## config.mk

```make
export PLATFORM = sky130hd
export DESIGN_NAME = uart_fifo_flex
export DESIGN_NICKNAME = d
export VERILOG_FILES = /design/src/rtl/uart_pkg.sv /design/src/rtl/uart_fifo_mem.sv /design/src/rtl/uart_fifo_flex.sv
export SDC_FILE = /design/constraint.sdc
export NUM_CORES = 1
export LEC_CHECK = 0
export CORE_UTILIZATION = 32
export CTS_CLUSTER_DIAMETER = 120
export CTS_CLUSTER_SIZE = 30
export DETAILED_ROUTE_END_ITERATION = 16
export PLACE_DENSITY_LB_ADDON = 0.3
export SYNTH_ARGS = -nofsm -noshare
export SYNTH_HDL_FRONTEND = slang
export SYNTH_SLANG_ARGS = --single-unit
```

## constraint.sdc

```tcl
create_clock -name clk -period 3.25 [get_ports clk]
set_clock_uncertainty 0.2 [all_clocks]
set_input_delay 0.65 -clock clk [delete_from_list [all_inputs] [get_ports clk]]
set_output_delay 0.65 -clock clk [all_outputs]
set_load 0.05 [all_outputs]
```

## src/rtl/uart_pkg.sv

```systemverilog
// Shared UART constants and helpers.
// Holds the default data width and FIFO depth used by every UART block,
// plus a constant function for elaboration-time parameter checks.
package uart_pkg;

  localparam int UART_DATA_WIDTH = 8;
  localparam int UART_FIFO_DEPTH = 16;

  // True for powers of two that are at least 2.
  function automatic bit is_pow2(input int v);
    return (v >= 2) && ((v & (v - 1)) == 0);
  endfunction

endpackage

```

## src/rtl/uart_fifo_mem.sv

```systemverilog
// FIFO storage array: one synchronous write port, one asynchronous read port.
// Contents are intentionally not reset.
// Ports:
//   i_clk            write clock
//   i_we             write strobe (already qualified by full/flush)
//   i_waddr/i_wdata  write address/data
//   i_raddr          read address
//   o_rdata          combinational read data
module uart_fifo_mem #(
  parameter int WIDTH = 8,
  parameter int DEPTH = 16,
  parameter int AW    = $clog2(DEPTH)
) (
  input  logic             i_clk,
  input  logic             i_we,
  input  logic [AW-1:0]    i_waddr,
  input  logic [WIDTH-1:0] i_wdata,
  input  logic [AW-1:0]    i_raddr,
  output logic [WIDTH-1:0] o_rdata
);

  logic [WIDTH-1:0] r_mem [DEPTH];

  always_ff @(posedge i_clk) begin
    if (i_we) r_mem[i_waddr] <= i_wdata;
  end

  assign o_rdata = r_mem[i_raddr];

endmodule

```

## src/rtl/uart_fifo_flex.sv

```systemverilog
// Parameterised synchronous FIFO for the UART data path.
// FWFT=0: registered read, data_out/rd_valid one cycle after an accepted read.
// FWFT=1: show-ahead, data_out is the head entry, rd_valid = !empty.
// Ports:
//   clk, reset_n (async, active-low), flush (sync discard), clear_err
//   data_in/write_en -> full, almost_full, overflow
//   read_en -> data_out, rd_valid, empty, almost_empty, underflow
//   level: stored entry count, decoded from registered pointers only
module uart_fifo_flex
  import uart_pkg::*;
#(
  parameter int WIDTH    = UART_DATA_WIDTH,
  parameter int DEPTH    = UART_FIFO_DEPTH,
  parameter int FWFT     = 0,
  parameter int AF_LEVEL = DEPTH - 2,
  parameter int AE_LEVEL = 1
) (
  input  logic                    clk,
  input  logic                    reset_n,
  input  logic                    flush,
  input  logic [WIDTH-1:0]        data_in,
  input  logic                    write_en,
  output logic                    full,
  output logic                    almost_full,
  output logic [WIDTH-1:0]        data_out,
  input  logic                    read_en,
  output logic                    rd_valid,
  output logic                    empty,
  output logic                    almost_empty,
  output logic [$clog2(DEPTH):0]  level,
  output logic                    overflow,
  output logic                    underflow,
  input  logic                    clear_err
);

  localparam int AW = $clog2(DEPTH);
  localparam int PW = AW + 1;

  if (!is_pow2(DEPTH)) begin : g_bad_depth
    $error("uart_fifo_flex: DEPTH must be a power of two >= 2");
  end
  if (WIDTH < 1 || WIDTH > 64) begin : g_bad_width
    $error("uart_fifo_flex: WIDTH out of range 1..64");
  end
  if (AF_LEVEL < 1 || AF_LEVEL > DEPTH) begin : g_bad_af
    $error("uart_fifo_flex: AF_LEVEL out of range 1..DEPTH");
  end
  if (AE_LEVEL < 0 || AE_LEVEL > DEPTH - 1) begin : g_bad_ae
    $error("uart_fifo_flex: AE_LEVEL out of range 0..DEPTH-1");
  end

  logic [PW-1:0]    r_wptr, r_rptr;
  logic [PW-1:0]    w_level;
  logic             w_full, w_empty;
  logic             w_wr_acc, w_rd_acc;
  logic [WIDTH-1:0] w_rdata;
  logic             r_ovf, r_udf;

  // Extra pointer bit distinguishes full from empty; subtraction wraps mod 2^PW.
  assign w_level = r_wptr - r_rptr;
  assign w_full  = (w_level == PW'(DEPTH));
  assign w_empty = (w_level == '0);

  // Status is from pre-edge pointers, so a read while full frees no slot
  // for a same-cycle write (and vice versa when empty).
  assign w_wr_acc = write_en & ~w_full  & ~flush;
  assign w_rd_acc = read_en  & ~w_empty & ~flush;

  always_ff @(posedge clk or negedge reset_n) begin
    if (!reset_n) begin
      r_wptr <= '0;
      r_rptr <= '0;
    end else if (flush) begin
      r_wptr <= '0;
      r_rptr <= '0;
    end else begin
      if (w_wr_acc) r_wptr <= r_wptr + 1'b1;
      if (w_rd_acc) r_rptr <= r_rptr + 1'b1;
    end
  end

  // Sticky error flags; a set event in the same cycle beats clear_err.
  always_ff @(posedge clk or negedge reset_n) begin
    if (!reset_n) begin
      r_ovf <= 1'b0;
      r_udf <= 1'b0;
    end else begin
      if (write_en && w_full && !flush) r_ovf <= 1'b1;
      else if (clear_err)               r_ovf <= 1'b0;
      if (read_en && w_empty && !flush) r_udf <= 1'b1;
      else if (clear_err)               r_udf <= 1'b0;
    end
  end

  uart_fifo_mem #(
    .WIDTH (WIDTH),
    .DEPTH (DEPTH),
    .AW    (AW)
  ) u_mem (
    .i_clk   (clk),
    .i_we    (w_wr_acc),
    .i_waddr (r_wptr[AW-1:0]),
    .i_wdata (data_in),
    .i_raddr (r_rptr[AW-1:0]),
    .o_rdata (w_rdata)
  );

  if (FWFT != 0) begin : g_fwft
    assign data_out = w_rdata;
    assign rd_valid = ~w_empty;
  end else begin : g_reg
    logic [WIDTH-1:0] r_dout;
    logic             r_rd_valid;
    // Flush blocks w_rd_acc, so it drops rd_valid and leaves r_dout alone.
    always_ff @(posedge clk or negedge reset_n) begin
      if (!reset_n) begin
        r_dout     <= '0;
        r_rd_valid <= 1'b0;
      end else begin
        r_rd_valid <= w_rd_acc;
        if (w_rd_acc) r_dout <= w_rdata;
      end
    end
    assign data_out = r_dout;
    assign rd_valid = r_rd_valid;
  end

  assign level        = w_level;
  assign full         = w_full;
  assign empty        = w_empty;
  assign almost_full  = (w_level >= PW'(AF_LEVEL));
  assign almost_empty = (w_level <= PW'(AE_LEVEL));
  assign overflow     = r_ovf;
  assign underflow    = r_udf;

endmodule

```

Word-level counts from Yosys, hierarchy flattened
Memory sizes are Yosys's and may differ from the RTL's. A register that Yosys moved wholly into a read port is not among the register bits.
Cells that the tools add are included.

storage, ports and cells
  output and inout port bits = 20
  memory bits (read-only) = 0
  bits in latches = 0
  register bits = 13
  memories = 1
  word-level logic and storage cells = 39
  RAM bits = 128
  input bits = 14

memory list
  memory       depth  width  rd ports  clocked after Yosys merged registers in  wr ports  line                 RTL
  u_mem.r_mem  16     8      1         1                                        1         uart_fifo_mem.sv:22  logic [WIDTH-1:0] r_mem [DEPTH];

cells by class
  equality and inequality tests = 1
  shift-type cells = 0
  multiply operators = 0
  div/mod/pow operators = 0
  order comparisons = 2
  $add $sub $neg = 3
  reductions and logical operators = 11
  bitwise gates (word level) = 7
  muxes and demuxes = 9

operator list
  operator             count
  $mux 5               4
  $add 5x1->5 const B  2
  $reduce_bool 2->1    4
  $eq 5x5->1 const B   1
  $ge 5x4->1 const B   1
  $le 5x1->1 const B   1
  $logic_not 5->1      1
  $mux 1               5
  $sub 5x5->5          1
  $and 1x1->1          4
  $logic_and 1x1->1    4
  $not 1->1            3
  $logic_not 1->1      2

Depth between registers and ports, before layout
  depth in word-level cells = 7
  mapped depth = 10
  gate-level depth less buffers = 9

Modules after synthesis
A second synthesis with hierarchy kept.

second synthesis, totals
  cell total of the unflattened synthesis = 335
  area total of the unflattened synthesis = 6204.7 um2

modules (own cells, without submodules)
  module          cells each  times used  seq. area each (um2)  area each (um2)
  uart_fifo_mem   221         1           3843.7                4987.3
  uart_fifo_flex  114         1           525.5                 1217.4

Worst setup path before layout
OpenSTA, ideal clock, no wires.

  kind = reg-to-output
  start = reg r_wptr[0]
  end = out almost_empty
  setup slack = -1.157 ns
  required time = 2.400 ns
  path buffers = 0
  cell stages (with the launch flop) = 9
  arrival = 3.557 ns
  cells stage by stage = dfrtp_1 > inv_1 > ha_1 > fa_1 > nand2b_1 > a21oi_2 > xor2_4 > inv_2 > nor4_1

on the way
  word-level cells in the longest chain between the ends = 2

ends and longest elaborated chain
  element                 line                   RTL
  start, declared         uart_fifo_flex.sv:52   logic [PW-1:0] r_wptr, r_rptr;
  start signal, assigned  uart_fifo_flex.sv:77   if (w_wr_acc) r_wptr <= r_wptr + 1'b1;
  $sub 5x5->5             uart_fifo_flex.sv:60   assign w_level = r_wptr - r_rptr;
  net level[4]            uart_fifo_flex.sv:30   output logic [$clog2(DEPTH):0] level,
  $le 5x1->1              uart_fifo_flex.sv:132  assign almost_empty = (w_level <= PW'(AE_LEVEL));
  end, declared           uart_fifo_flex.sv:29   output logic almost_empty,

The timed path passes the listed nets, and every way through them passes these cells.

Final worst setup path
  start = reg r_wptr[0]
  end = out almost_full

on the way
  word-level cells in the longest chain between the ends = 2

ends and longest elaborated chain
  element        line                   RTL
  $sub 5x5->5    uart_fifo_flex.sv:60
  $ge 5x4->1     uart_fifo_flex.sv:131  assign almost_full = (w_level >= PW'(AF_LEVEL));
  end, declared  uart_fifo_flex.sv:24   output logic almost_full,

Every way passes these cells.

==> impl_metrics.py <==
metrics = {
    "outcome": {
        "status": "complete, no violations",
    },
    "floorplanning": {
        "initial_core_util_pct": 33.0,
        "core_area_sq_um": 18800,
        "die_w_um": 141,
        "die_y_um": 141,
        "num_rows": 50,
        "io_pins": 34,
        "die_area_sq_um": 20000,
    },
    "logic_synthesis": {
        "synthSimpleGateAreaFrac_pct": 5.77,
        "synth_xor_area_share_pct": 0.847,
        "synth_area_leaders": "edfxtp_1 (62%), mux4_2 (12%), dfrtp_1 (8.5%), a22oi_1 (1.9%), ha_1 (1.8%)",
        "synth_compound_area_share_pct": 4.32,
        "yosysSeqAreaShare_pct": 70.4,
        "syn_area_sq_um": 6200,
        "yosys.area.top_type": "edfxtp_1",
        "synth_area_per_cell_sq_um": 18.1,
        "synth_top_cell_area_share_pct": 61.9,
        "synth_cell_types": 42,
        "yosys.area_share.adder_pct": 2.14,
        "ys_seq_elements": 149,
        "synthMuxAreaShare_pct": 14.8,
        "synth_top_family_by_area": "multiplexers",
        "syn_nets": 366,
        "syn_inst": 342,
        "yosys_warnings": 0,
    },
    "sta": {
        "tns_ns": 0,
        "worst_pin_slew_ns": 0.756,
        "finalHoldViolCount": 0,
        "max_slew_margin_pct": 49.4,
        "timing.fmax_mhz": 314,
        "slew_viol_final": 0,
        "min_period_ns": 3.18,
        "period_share_pct": 97.8,
        "rsz0062_at_grt": "true",
        "setup_viol": 0,
    },
    "drt": {
        "avgViaCountPerCell": 4.80,
        "drt-pass1-iter-count": 4,
        "drt-initial-drc-count": 203,
        "postRouteWirelength_um": 13600,
        "vias": 3331,
        "drc": 0,
        "routedWlPerCell_um": 19.6,
        "ant_nets": 0,
    },
    "min_path": {
        "holdPathEnd": "data_out[3]",
        "holdPathStages": 1,
        "holdCritPathClass": "flop to flop",
        "hold_start": "data_out[3]",
    },
    "clock_network": {
        "cts_buffers": 17,
        "clock_latency_ns": 0.42,
        "cts_hold_buf": 0,
        "htreeDepth": 4,
        "path_clk_slew_ns": 0.06,
        "tritoncts": "built",
        "clock_sinks": 149,
        "root_buffer": "clkbuf_16",
        "clk_path_buf_depth": 2,
    },
    "layout": {
        "drive_gt1_share_pct": 34.8,
        "nNetsFinal": 445,
        "antenna_cells": 0,
        "layout-area-overhead-vs-synth_pct": 27.0,
        "final_common_cell": "edfxtp_1",
        "final_cell_mix": "edfxtp_1 (128), buf_4 (41), mux4_2 (32), clkdlybuf4s50_1 (25), dfrtp_1 (20)",
        "ff_latch_area_sq_um": 4370,
        "instances_no_fill": 694,
        "multi_input_area_sq_um": 1880,
        "filler_cell_count": 1670,
    },
    "worst_setup_path": {
        "timing_worst_setup_path_type": "flop to output pin",
        "r2r_cells": 10,
        "cp_slowest_stage_delay_ns": 0.36,
        "cp-end-kind": "output pin",
        "reg2reg_slack_ns": 0.23,
        "worstReg2RegStart": "r_wptr[0]",
        "slowest_stage": "dfrtp_1",
        "required_ns": 2.40,
        "cp.arrival_ns": 2.33,
        "cp_max_fo": 5,
        "cp-startpoint": "r_wptr[0]",
        "path_cells": "inv_2, ha_4, fa_2, nand2b_4, a21oi_4, xor2_4, inv_4, a31o_2, buf_6",
        "worstReg2RegEnd": "u_mem.r_mem[10][7]",
        "startpoint_type": "flop",
    },
    "global_routing": {
        "grt_pass1_wl_um": 20800,
        "gr-total-overflow": 0,
        "grt_antenna_before_repair": 0,
        "grt_max_degree": 37,
        "grt_pass1_vias": 3490,
        "track_usage_pct": 14.7,
    },
    "power": {
        "p_per_area_nw_per_um2": 900,
        "total_power_w": 0.00709,
        "peakVddDrop_uv": 387,
        "power.leakage_nw": 2.70,
    },
    "placed_design": {
        "place_congestion": 0.815,
        "portBuffers": 33,
        "dp_cells": 655,
        "dp_hpwl_um": 9270,
    },
    "run": {
        "drv_cap": 0,
    },
}
cell type report:
cell class              count  share of cell area, %
well taps                 260                   4.13
clock inverters            12                   1.49
inverters                  11                  0.556
repair buffers             74                   8.89
flip-flops and latches    149                   55.4
clock buffers              20                   5.67
multi-input cells         168                   23.8
Yosys cell counts (all sizes together):
cell and count:
a2111oi 1, fa 1, nor3 12, xor2 3, nor2b 5, o21a 1, nand3b 1, mux4 32
a211oi 1, and3b 1, nand4b 1, nand4 2, buf 8, nand2b 12, a21oi 7, nor4 5
o21ai 3, and3 1, a22oi 16, inv 11, o32ai 1, mux2 16, edfxtp 128, nor2 20
ha 9, clkbuf 6, mux2i 2, a31o 1, dfrtp 21, nand2 11, a21boi 3
cells by family after synthesis:
family          after synthesis
mux                          50
flops                       149
xor+xnor                      3
buf+inv                      25
compound gates               34
simple gates                 71
fa+ha+maj                    10
per-layer routing:
layer  share of wire (%)  wire [um]  GRT usage (%)  vias to the layer above
li1                    -          -              -                     1521
met1                  44       5980           19.2                     1708
met2                  49       6710           23.1                       84
met3                 5.1        690           4.08                       18
met4                 1.8        251           6.12                        0
met5                   0          0              0                        -
repair_timing:
item                       4_1_cts  5_1_grt
cloned                           0        0
buffers inserted                 3        4
gates resized for setup         13        9
pin swaps                        2        0
setup endpoints to repair       37        5
report_power, final:
| group | switching (W) | leakage, nW | internal, W | total (W) |
|---|---|---|---|---|
| Clock | 0.000787 | 0.264 | 0.00108 | 0.00187 |
| Combinational | 0.00169 | 1.01 | 0.00128 | 0.00297 |
| Sequential | 0.0000569 | 1.42 | 0.00220 | 0.00226 |
how the worst max path moves through the flow:
stage	slack [ns]	cells past startpoint	endpoint
2_1_floorplan	-0.31	9	u_mem.r_mem[0][0]
3_3_place_gp	0.003	9	u_mem.r_mem[11][0]
3_5_place_dp	-0.07	9	u_mem.r_mem[11][0]
4_1_cts	-0.01	8	almost_full
5_1_grt	-0.03	9	almost_empty
6_report	0.07	9	almost_full
state kept, by name (all words and copies together), names as in the netlist:
name and cells:
overflow 1, data_out 8, underflow 1, r_rptr 5, r_wptr 5, u_mem.r_mem 128
rd_valid 1
critical path, delay by kind of cell, from the launching register on:
| family | cells | cell delay [ns] |
|---|---|---|
| and+or+nand+nor | 1 | 0.16 |
| xor gates and xnor gates | 1 | 0.19 |
| buffers and inverters | 3 | 0.28 |
| AOI/OAI and AO/OA | 2 | 0.42 |
| adders and majority gates | 2 | 0.51 |
| DFF | 1 | 0.36 |
metrics by stage:
stage | area, sq um | worst slack (ns) | hold WS (ns) | util (%)
after detailed placement | 7190 | -0.0665 | 0.283 | 38.2
after global placement | 7190 | 0.00278 | 0.279 | 38.2
after floorplan | 6280 | -0.306 | 0.154 | -
after global routing | 7880 | -0.0315 | 0.312 | 41.9
final | 7880 | 0.0699 | 0.297 | 41.9
after CTS | 7820 | -0.0105 | 0.299 | 41.5
Power figures use the tool's default switching activity.
